--- src/rtl/pipo_bidir_shift_register.sv ---
// rtl/pipo_bidir_shift_register.sv - PIPO bidirectional shift register (hold/right/left/load, sync clear)
// Optional Sticky output (OR of bits shifted out on the right) compiled in with PIPO_STICKY_EN.
module pipo_bidir_shift_register #(
   parameter int WIDTH = 24
) (
   input  logic             Clk,
   input  logic             Clear,
   input  logic [1:0]       S,
   input  logic [WIDTH-1:0] I,
`ifdef PIPO_STICKY_EN
   output logic             Sticky,
`endif
   output logic [WIDTH-1:0] A
);

   localparam logic [1:0] MODE_HOLD  = 2'b00;
   localparam logic [1:0] MODE_RIGHT = 2'b01;
   localparam logic [1:0] MODE_LEFT  = 2'b10;
   localparam logic [1:0] MODE_LOAD  = 2'b11;

   logic [WIDTH-1:0] a_q, a_d;

   always_comb begin
      a_d = a_q;
      unique case (S)
         MODE_HOLD:  a_d = a_q;
         MODE_RIGHT: a_d = {1'b0, a_q[WIDTH-1:1]};
         MODE_LEFT:  a_d = {a_q[WIDTH-2:0], 1'b0};
         MODE_LOAD:  a_d = I;
         default:    a_d = a_q;
      endcase
   end

   // Clear wins over any mode selected in the same cycle.
   always_ff @(posedge Clk) begin
      if (Clear) begin
         a_q <= '0;
      end else begin
         a_q <= a_d;
      end
   end

   assign A = a_q;

`ifdef PIPO_STICKY_EN
   logic sticky_q, sticky_d;

   always_comb begin
      sticky_d = sticky_q;
      unique case (S)
         MODE_RIGHT: sticky_d = sticky_q | a_q[0];
         MODE_LOAD:  sticky_d = 1'b0;
         default:    sticky_d = sticky_q;
      endcase
   end

   always_ff @(posedge Clk) begin
      if (Clear) begin
         sticky_q <= 1'b0;
      end else begin
         sticky_q <= sticky_d;
      end
   end

   assign Sticky = sticky_q;
`endif

endmodule

--- config.mk ---
export PLATFORM = sky130hd
export DESIGN_NAME = pipo_bidir_shift_register
export DESIGN_NICKNAME = d
export VERILOG_FILES = /design/src/rtl/pipo_bidir_shift_register.sv
export SDC_FILE = /design/constraint.sdc
export NUM_CORES = 1
export LEC_CHECK = 0
export BUFFER_PORTS_ARGS = -buffer_cell sky130_fd_sc_hd__buf_4
export CAP_MARGIN = 40
export CORE_MARGIN = 3
export CORE_UTILIZATION = 40
export CTS_BUF_LIST = sky130_fd_sc_hd__clkbuf_4
export CTS_CLUSTER_DIAMETER = 50
export CTS_CLUSTER_SIZE = 28
export DETAILED_ROUTE_END_ITERATION = 7
export PLACE_DENSITY = 0.71
export SKIP_CTS_REPAIR_TIMING = 1
export SLEW_MARGIN = 20
export SYNTH_ARGS = -nofsm -noshare
export SYNTH_HDL_FRONTEND = slang
export SYNTH_SLANG_ARGS = --single-unit
--- constraint.sdc ---
create_clock -name Clk -period 0.9 [get_ports Clk]
set_clock_uncertainty 0.05 [all_clocks]
set_input_delay 0.18 -clock Clk [delete_from_list [all_inputs] [get_ports Clk]]
set_output_delay 0.18 -clock Clk [all_outputs]
set_load 0.01 [all_outputs]
==> qor.yml, run 1 <==
outcome:
  status: "finished, violations left"
  violations: "negative setup slack"
synthesis:
  async_flop_share_pct: 0
  synth_cells: 108
  synth_top_area_share_pct: 39.88
  yosys.area_share.adder_pct: 0
  yosys-top-cells-count: "mux2i_1, dfxtp_1, o22ai_1, buf_2, buf_6"
  synth_area_leader_cell: "dfxtp_1"
  synth-xor-area-share_pct: 0
  synth_edf_count: 0
  yosysWarnings: 0
  synth.most_common_cell: "mux2i_1"
  synth-seq-cells: 24
  syn_nets: 136
  synth.cell_area_um2: 1205
  synth_compound_area_share_pct: 13.81
  synth-simple-area-share_pct: 1.973
  synth.top_cells.by_area: "dfxtp_1, mux2i_1, o22ai_1, buf_6, buf_2"
  synthFlopType: "dfxtp_1"
  yosysUniqueCellTypes: 12
  avgSynthCellArea_um2: 11.16
  yosysSeqAreaShare_pct: 39.88
  synth_top_family_by_area: "multiplexers"
  muxShareOfSynthArea_pct: 38.21
grt:
  grt_pass1_vias: 1005
  antenna_found_initial: 0
  grt_pass1_wl_mm: 4.229
  gr-total-overflow: 0
  gr-usage-all-layers_pct: 14.84
  grt_max_degree: 25
drt:
  ant_nets: 0
  post_drt_wl_per_cell_um: 14.23
  dr.first_iter.drc_count: 22
  vias_per_cell: 5.201
  vias: 1087
  dr.pass1.iters: 3
  routed_wl_mm: 2.975
  drc_errors: 0
power:
  powerDensity_nw_per_um2: 1163
  ir_drop_mv: 0.7811
  static-leakage-power_nw: 0.9351
final_layout:
  final_util_pct: 69.67
  largest_reg_flops: 24
  area_growth_pct: 62.20
  layout.nets: 207
  finalNonFillerCells: 209
  layout-drive-gt1-share_pct: 58.99
  antennaDiodeCount: 0
timing:
  finalMaxSlewViolations: 0
  min_period_ps: 1105
  timing.final.crit_share_pct: 122.7
  rsz0062_at_grt: "true"
  finalSetupViolCount: 26
  finalSetupTns_ps: -3047
  relSlewSlack_pct: 82.20
  setup_ws_ps: -204.6
  fmax_mhz: 905.3
  hold_ws_ps: 62.60
  hold_viol: 0
  worst_slew_pin_slew_ps: 267.0
flow_run:
  cap_viol_max_count: 0
die:
  ioPinCount: 52
  die_y_um: 60.89
  dieWidth_um: 60.89
  die_area_um2: 3707
  start_util_pct: 42.95
  core_area_um2: 2805
  core.rowCount: 19
placed_design:
  port-buffer-count: 51
  dpl.hpwl_mm: 1.945
  gp_congestion: 0.6837
  dpl.cell_count: 188
  pre_cts_slack_ps: -154.7
min_path:
  hold_depth: 3
  hold_path_class: "in -> reg"
clock_network:
  cts_tree: "built"
  clk-insertion-delay-late_ps: 310
  cts_root_buf: "clkbuf_4"
  clock_path_buffers: 2
  cts-htree-levels: 1
  clock-sinks: 24
  path_clk_slew_ps: 130
  cts_inserted_buffers: 3
worst_setup_path:
  required_ps: 670
  path_class: "reg -> out"
  cp-start-kind: "register"
  arrival_ps: 870
  cp_max_fo: 2
  critPathCaptureType: "primary output"
  reg2regPathDepth: 3
==> kinds of logic (layout without fill, tap and decap cells) <==
| group | count (synthesis) | in the layout |
|---|---|---|
| buffers and inverters | 10 | 80 |
| multiplexers | 46 | 46 |
| flip-flops | 24 | 24 |
| AND/OR/NAND/NOR | 3 | 3 |
| AO/OA/AOI/OAI | 25 | 25 |
==> cell usage in the layout, fill, tap and decap left out <==
cell type  instances
a211oi_2           1
a21boi_2           1
buf_12             3
buf_4             45
buf_6             27
clkbuf_4           3
clkinv_1           1
dfxtp_2           16
dfxtp_4            8
inv_1              1
mux2i_1           46
o21ai_1            1
o22ai_1           22
or2_4              1
or2b_1             1
or4b_1             1
==> report_power, final <==
group / internal (mW) / switching [mW]
Combinational: 0.386 / 0.235
Sequential: 1.12 / 0.0588
Clock: 0.162 / 0.312
==> final timing paths <==
| kind | from | to | slack (ps) |
|---|---|---|---|
| worst max-delay path | A[23] | A[23] | -200 |
| worst min-delay path | Clear | A[0] | 60 |
| worst max register to register | A[23] | A[23] | -190 |
| worst min register to register | A[22] | A[23] | 530 |
==> stage by stage <==
| stage | area [µm²] | power, mW |
|---|---|---|
| global placement | 1650 | 1.704 |
| floorplan | 1232 | 1.485 |
| detailed placement | 1650 | 1.716 |
| global route | 1954 | 2.377 |
| finish | 1954 | 2.273 |
| CTS | 1677 | 2.187 |
==> worst max-delay path: stages (launching register included) <==
cell and delay, ps:
dfxtp_2 350, buf_6 110, buf_6 110
==> per-layer routing <==
metal	track usage [%]	up-vias	share of wire (%)
li1	-	556	-
met1	17.72	504	44
met2	26.87	25	51
met3	2.553	2	4.7
met4	4.644	0	0.64
met5	0	-	0
==> layout make-up <==
class | count | area [µm²]
tap | 31 | 38.79
fill | 213 | 850.8
timing repair buffer | 75 | 701.9
inverter | 1 | 3.754
clock buffer | 3 | 22.52
sequential | 24 | 530.5
multi-input combinational | 74 | 653.1
clock inverter | 1 | 3.754
Note: power is estimated with default switching activity, not from simulation.
==> run 2, diff against run 1 <==
--- a/constraint.sdc
+++ b/constraint.sdc
@@ -3,3 +3,3 @@
 set_input_delay 0.18 -clock Clk [delete_from_list [all_inputs] [get_ports Clk]]
 set_output_delay 0.18 -clock Clk [all_outputs]
-set_load 0.01 [all_outputs]
+set_load 0.005 [all_outputs]
==> run 2 against run 1 <==
  * Clock-buffer cell count did not move
  * Sequential share of layout area fell by 0.38 points
  * Sequential power barely moved
  * Register-to-register slack barely moved
  * Fmax rose by 1.8%
  * Flip-flop and latch count did not move
  * Largest power group unchanged
  * The flow still finishes with violations (negative setup slack)
  * Critical path depth rose by 1
  * Power fell by 2.1%
  * Combinational power fell by 3.5%
  * Wire length rose by 1.6%
  * Via count rose by 2.3%
  * Global-route usage rose by 0.20 points
  * Largest cell class unchanged
==> qor.yml, run 2 (synthesized netlist as in run 1, its figures left out) <==
clock_network:
  cts_root_buf: "clkbuf_4"
  cts_tree: "built"
  cts_inserted_buffers: 3
  clock_path_buffers: 2
  path_clk_slew_ps: 120
  clock-sinks: 24
  clk-insertion-delay-late_ps: 300
  cts-htree-levels: 1
flow_run:
  cap_viol_max_count: 0
die:
  dieWidth_um: 60.89
  core_area_um2: 2805
  core.rowCount: 19
  start_util_pct: 42.95
  die_area_um2: 3707
  die_y_um: 60.89
  ioPinCount: 52
timing:
  hold_ws_ps: 79.51
  finalSetupTns_ps: -2537
  finalMaxSlewViolations: 0
  relSlewSlack_pct: 71.88
  worst_slew_pin_slew_ps: 421.8
  min_period_ps: 1085
  setup_ws_ps: -185.0
  fmax_mhz: 921.7
  timing.final.crit_share_pct: 120.6
  rsz0062_at_grt: "true"
  finalSetupViolCount: 25
  hold_viol: 0
final_layout:
  antennaDiodeCount: 0
  layout-drive-gt1-share_pct: 60.67
  fin_area_um2: 1944
  area_growth_pct: 61.37
  final_common_cell: "buf_4"
  most-common-layout-cells: "buf_4, mux2i_1, buf_6"
  largest_reg_flops: 24
  layout.nets: 208
drt:
  drc_errors: 0
  routed_wl_mm: 3.022
  dr.first_iter.drc_count: 32
  vias_per_cell: 5.321
  vias: 1112
  post_drt_wl_per_cell_um: 14.46
  ant_nets: 0
  dr.pass1.iters: 4
grt:
  grt_pass1_vias: 976
  grt_max_degree: 23
  grt_pass1_wl_mm: 4.305
  gr-usage-all-layers_pct: 15.04
  antenna_found_initial: 0
  gr-total-overflow: 0
min_path:
  hold-path-endpoint: "A[0]"
  worstHoldStart: "Clear"
  hold_path_class: "in -> reg"
  hold_depth: 3
placed_design:
  dpl.hpwl_mm: 2.026
  place_area_um2: 1650
  port-buffer-count: 51
  gp_congestion: 0.6951
worst_setup_path:
  rrSetupSlack_ps: -180
  path_cells: "buf_4 > or4b_4 > o21ai_1"
  cp_max_fo: 2
  slowest_stage: "or4b_4"
  rr_startpoint: "A[23]"
  arrival_ps: 1280
  cp-start-kind: "register"
  reg2regPathDepth: 3
  worstReg2RegEnd: "A[23]"
  critPathCaptureType: "register"
  required_ps: 1090
  path_class: "reg -> reg"
  slowest_delay_ps: 450
outcome:
  violations: "negative setup slack"
  status: "finished, violations left"
power:
  powerDensity_nw_per_um2: 1145
  finalPower_mw: 2.226
  ir_drop_mv: 0.8069
  static-leakage-power_nw: 0.9299
run 2: cell types whose count changed in the layout (fill, tap and decap cells not counted), sizes merged:
cell and delta:
buf +1, clkinv -1
run 2: power breakdown:
group	leakage [nW]	internal (mW)	switching [mW]	total [mW]
logic	0.708	0.382	0.216	0.599
clock network	0.0138	0.156	0.286	0.442
registers	0.208	1.13	0.0590	1.19
run 2: metrics by stage:
step,util (%),setup slack (ps),instances
detailed placement,58.83,-242.1,190
floorplan,-,-22.59,108
CTS,59.63,-238.3,193
global route,69.31,-227.5,209
global placement,58.83,-205.2,190
finish,69.31,-185.0,209
run 2: layout make-up:
cell class / count / area [µm²]
timing repair buffer: 76 / 700.7
clock buffer: 3 / 22.52
tap: 31 / 38.79
fill: 226 / 860.8
sequential: 24 / 520.5
inverter: 1 / 3.754
multi-input combinational: 74 / 658.1
run 2: metal layers:
metal | GRT usage [%] | share of wire, %
met4 | 3.715 | 0.86
met2 | 26.56 | 53
met3 | 2.128 | 3.4
met5 | 0 | 0
met1 | 19.25 | 42
run 2: how the worst max path moves through the flow:
stage,depth (start not counted),end,from
detailed placement,3,A[7],S[1]
finish,3,A[23],A[23]
global placement,3,A[18],S[1]
floorplan,2,A[23],A[23]
global route,2,A[23],A[23]
CTS,2,A[23],A[23]
run 2: worst max-delay path, delay by kind of cell, from the launching register on:
family          cells  cell delay (ps)
simple gates        1              450
flops               1              350
buf+inv             1              100
compound gates      1               80
==> run 3, diff against run 2 <==
Settings changed: CELL_PAD_IN_SITES_DETAIL_PLACEMENT set to 1, CELL_PAD_IN_SITES_GLOBAL_PLACEMENT set to 1, CORE_UTILIZATION 40 to 33, PLACE_DENSITY 0.71 to 0.77.
==> run 3 against run 2 <==
  * Global-route usage down 1.3 points
  * Sequential share of layout area rose by 0.43 points
  * Highest routed layer unchanged
  * The run still ends with negative setup slack left
  * Setup slack worse by 33 ps
  * Cell area is 0.32% higher
  * Wire length rose by 14%
  * Die area is 19% higher
  * Critical endpoint is now A[23]
  * Register-to-register slack better by 90 ps
  * Fmax is 2.9% lower
  * Non-clock buffer count decreased by 5
  * Clock power grew 16%
  * First-iteration DRC count grew 34%
==> qor.yml, run 3 (synthesized netlist as in run 1, its figures left out) <==
outcome:
  status: "finished, violations left"
  violations: "negative setup slack"
final_layout:
  most-common-layout-cells: "mux2i_1, buf_4, buf_6"
  final_common_cell: "mux2i_1"
  largest_reg_flops: 24
  fin_area_um2: 1951
  area_growth_pct: 61.89
  finalNonFillerCells: 220
  layout.nets: 203
  layout-drive-gt1-share_pct: 59.20
  antennaDiodeCount: 0
timing:
  fmax_mhz: 894.7
  finalMaxSlewViolations: 0
  worst_slew_pin_slew_ps: 420.6
  rsz0062_at_grt: "true"
  timing.final.crit_share_pct: 124.2
  min_period_ps: 1118
  finalSetupViolCount: 26
  hold_viol: 0
  relSlewSlack_pct: 71.96
  finalSetupTns_ps: -3445
  setup_ws_ps: -217.7
placed_design:
  gp_congestion: 0.7059
  port-buffer-count: 51
  pre_cts_slack_ps: -251.5
  place_area_um2: 1669
  dpl.hpwl_mm: 2.223
  dpl.cell_count: 205
die:
  start_util_pct: 35.27
  ioPinCount: 52
  dieWidth_um: 66.43
  die_y_um: 66.43
  core_area_um2: 3416
  core.rowCount: 21
  die_area_um2: 4412
clock_network:
  cts_inserted_buffers: 3
  cts-htree-levels: 1
  clock-sinks: 24
  path_clk_slew_ps: 140
  clock_path_buffers: 2
  cts_tree: "built"
  clk-insertion-delay-late_ps: 330
  cts_root_buf: "clkbuf_4"
drt:
  routed_wl_mm: 3.442
  vias: 1100
  dr.pass1.iters: 2
  dr.first_iter.drc_count: 43
  ant_nets: 0
  drc_errors: 0
  vias_per_cell: 5.000
  post_drt_wl_per_cell_um: 15.65
power:
  static-leakage-power_nw: 0.9131
  powerDensity_nw_per_um2: 1173
  ir_drop_mv: 0.6560
worst_setup_path:
  cp_max_fo: 2
  path_cells: "buf_6 > buf_6"
  critPathCaptureType: "primary output"
  path_class: "reg -> out"
  arrival_ps: 890
  cp_common_cell: "buf_6"
  required_ps: 670
  slowest_delay_ps: 350
  cp-start-kind: "register"
  slowest_stage: "dfxtp_2"
flow_run:
  cap_viol_max_count: 0
grt:
  gr-usage-all-layers_pct: 13.78
  grt_pass1_vias: 1023
  grt_pass1_wl_mm: 4.740
  grt_max_degree: 23
  gr-total-overflow: 0
  antenna_found_initial: 0
min_path:
  hold_path_class: "in -> reg"
run 3: layer usage:
metal	track usage, %	part of all wire (%)
met2	23.30	52
met4	7.614	2.0
met3	1.361	2.4
met1	16.91	43
met5	0	0
run 3: critical path: cells and delay by family, from the launching register on:
kind / cells / cell delay [ps]
DFF: 1 / 350
buffers and inverters: 2 / 210
run 3: area by class of cell:
| type | count | area [µm²] |
|---|---|---|
| flip-flops and latches | 24 | 530.5 |
| clock inverters | 1 | 3.754 |
| multi-input cells | 74 | 658.1 |
| fillers | 369 | 1465 |
| well taps | 46 | 57.56 |
| clock buffers | 3 | 22.52 |
| repair buffers | 71 | 674.4 |
| inverters | 1 | 3.754 |
run 3: per-stage QoR:
stage	hold WS (ps)	util (%)	power (mW)
after CTS	33.53	49.63	2.195
final	38.96	57.11	2.289
after detailed placement	397.5	48.86	1.698
after global routing	28.75	57.11	2.397
after floorplan	194.6	-	1.458
after global placement	394.9	48.86	1.685
run 3: path summary, 6_finish.rpt:
path                            start     to  slack (ps)  cells past startpoint
worst max register to register  A[23]  A[23]         -90                      2
worst min-delay path            Clear   A[0]          40                      3
worst min register to register  A[22]  A[23]         540                      2
worst max-delay path            A[23]  A[23]        -220                      2
run 3: power by group:
group	internal, mW	total, mW	switching [mW]	leakage [nW]
Sequential	1.12	1.18	0.0621	0.209
Combinational	0.374	0.595	0.222	0.689
Clock	0.163	0.512	0.349	0.0154
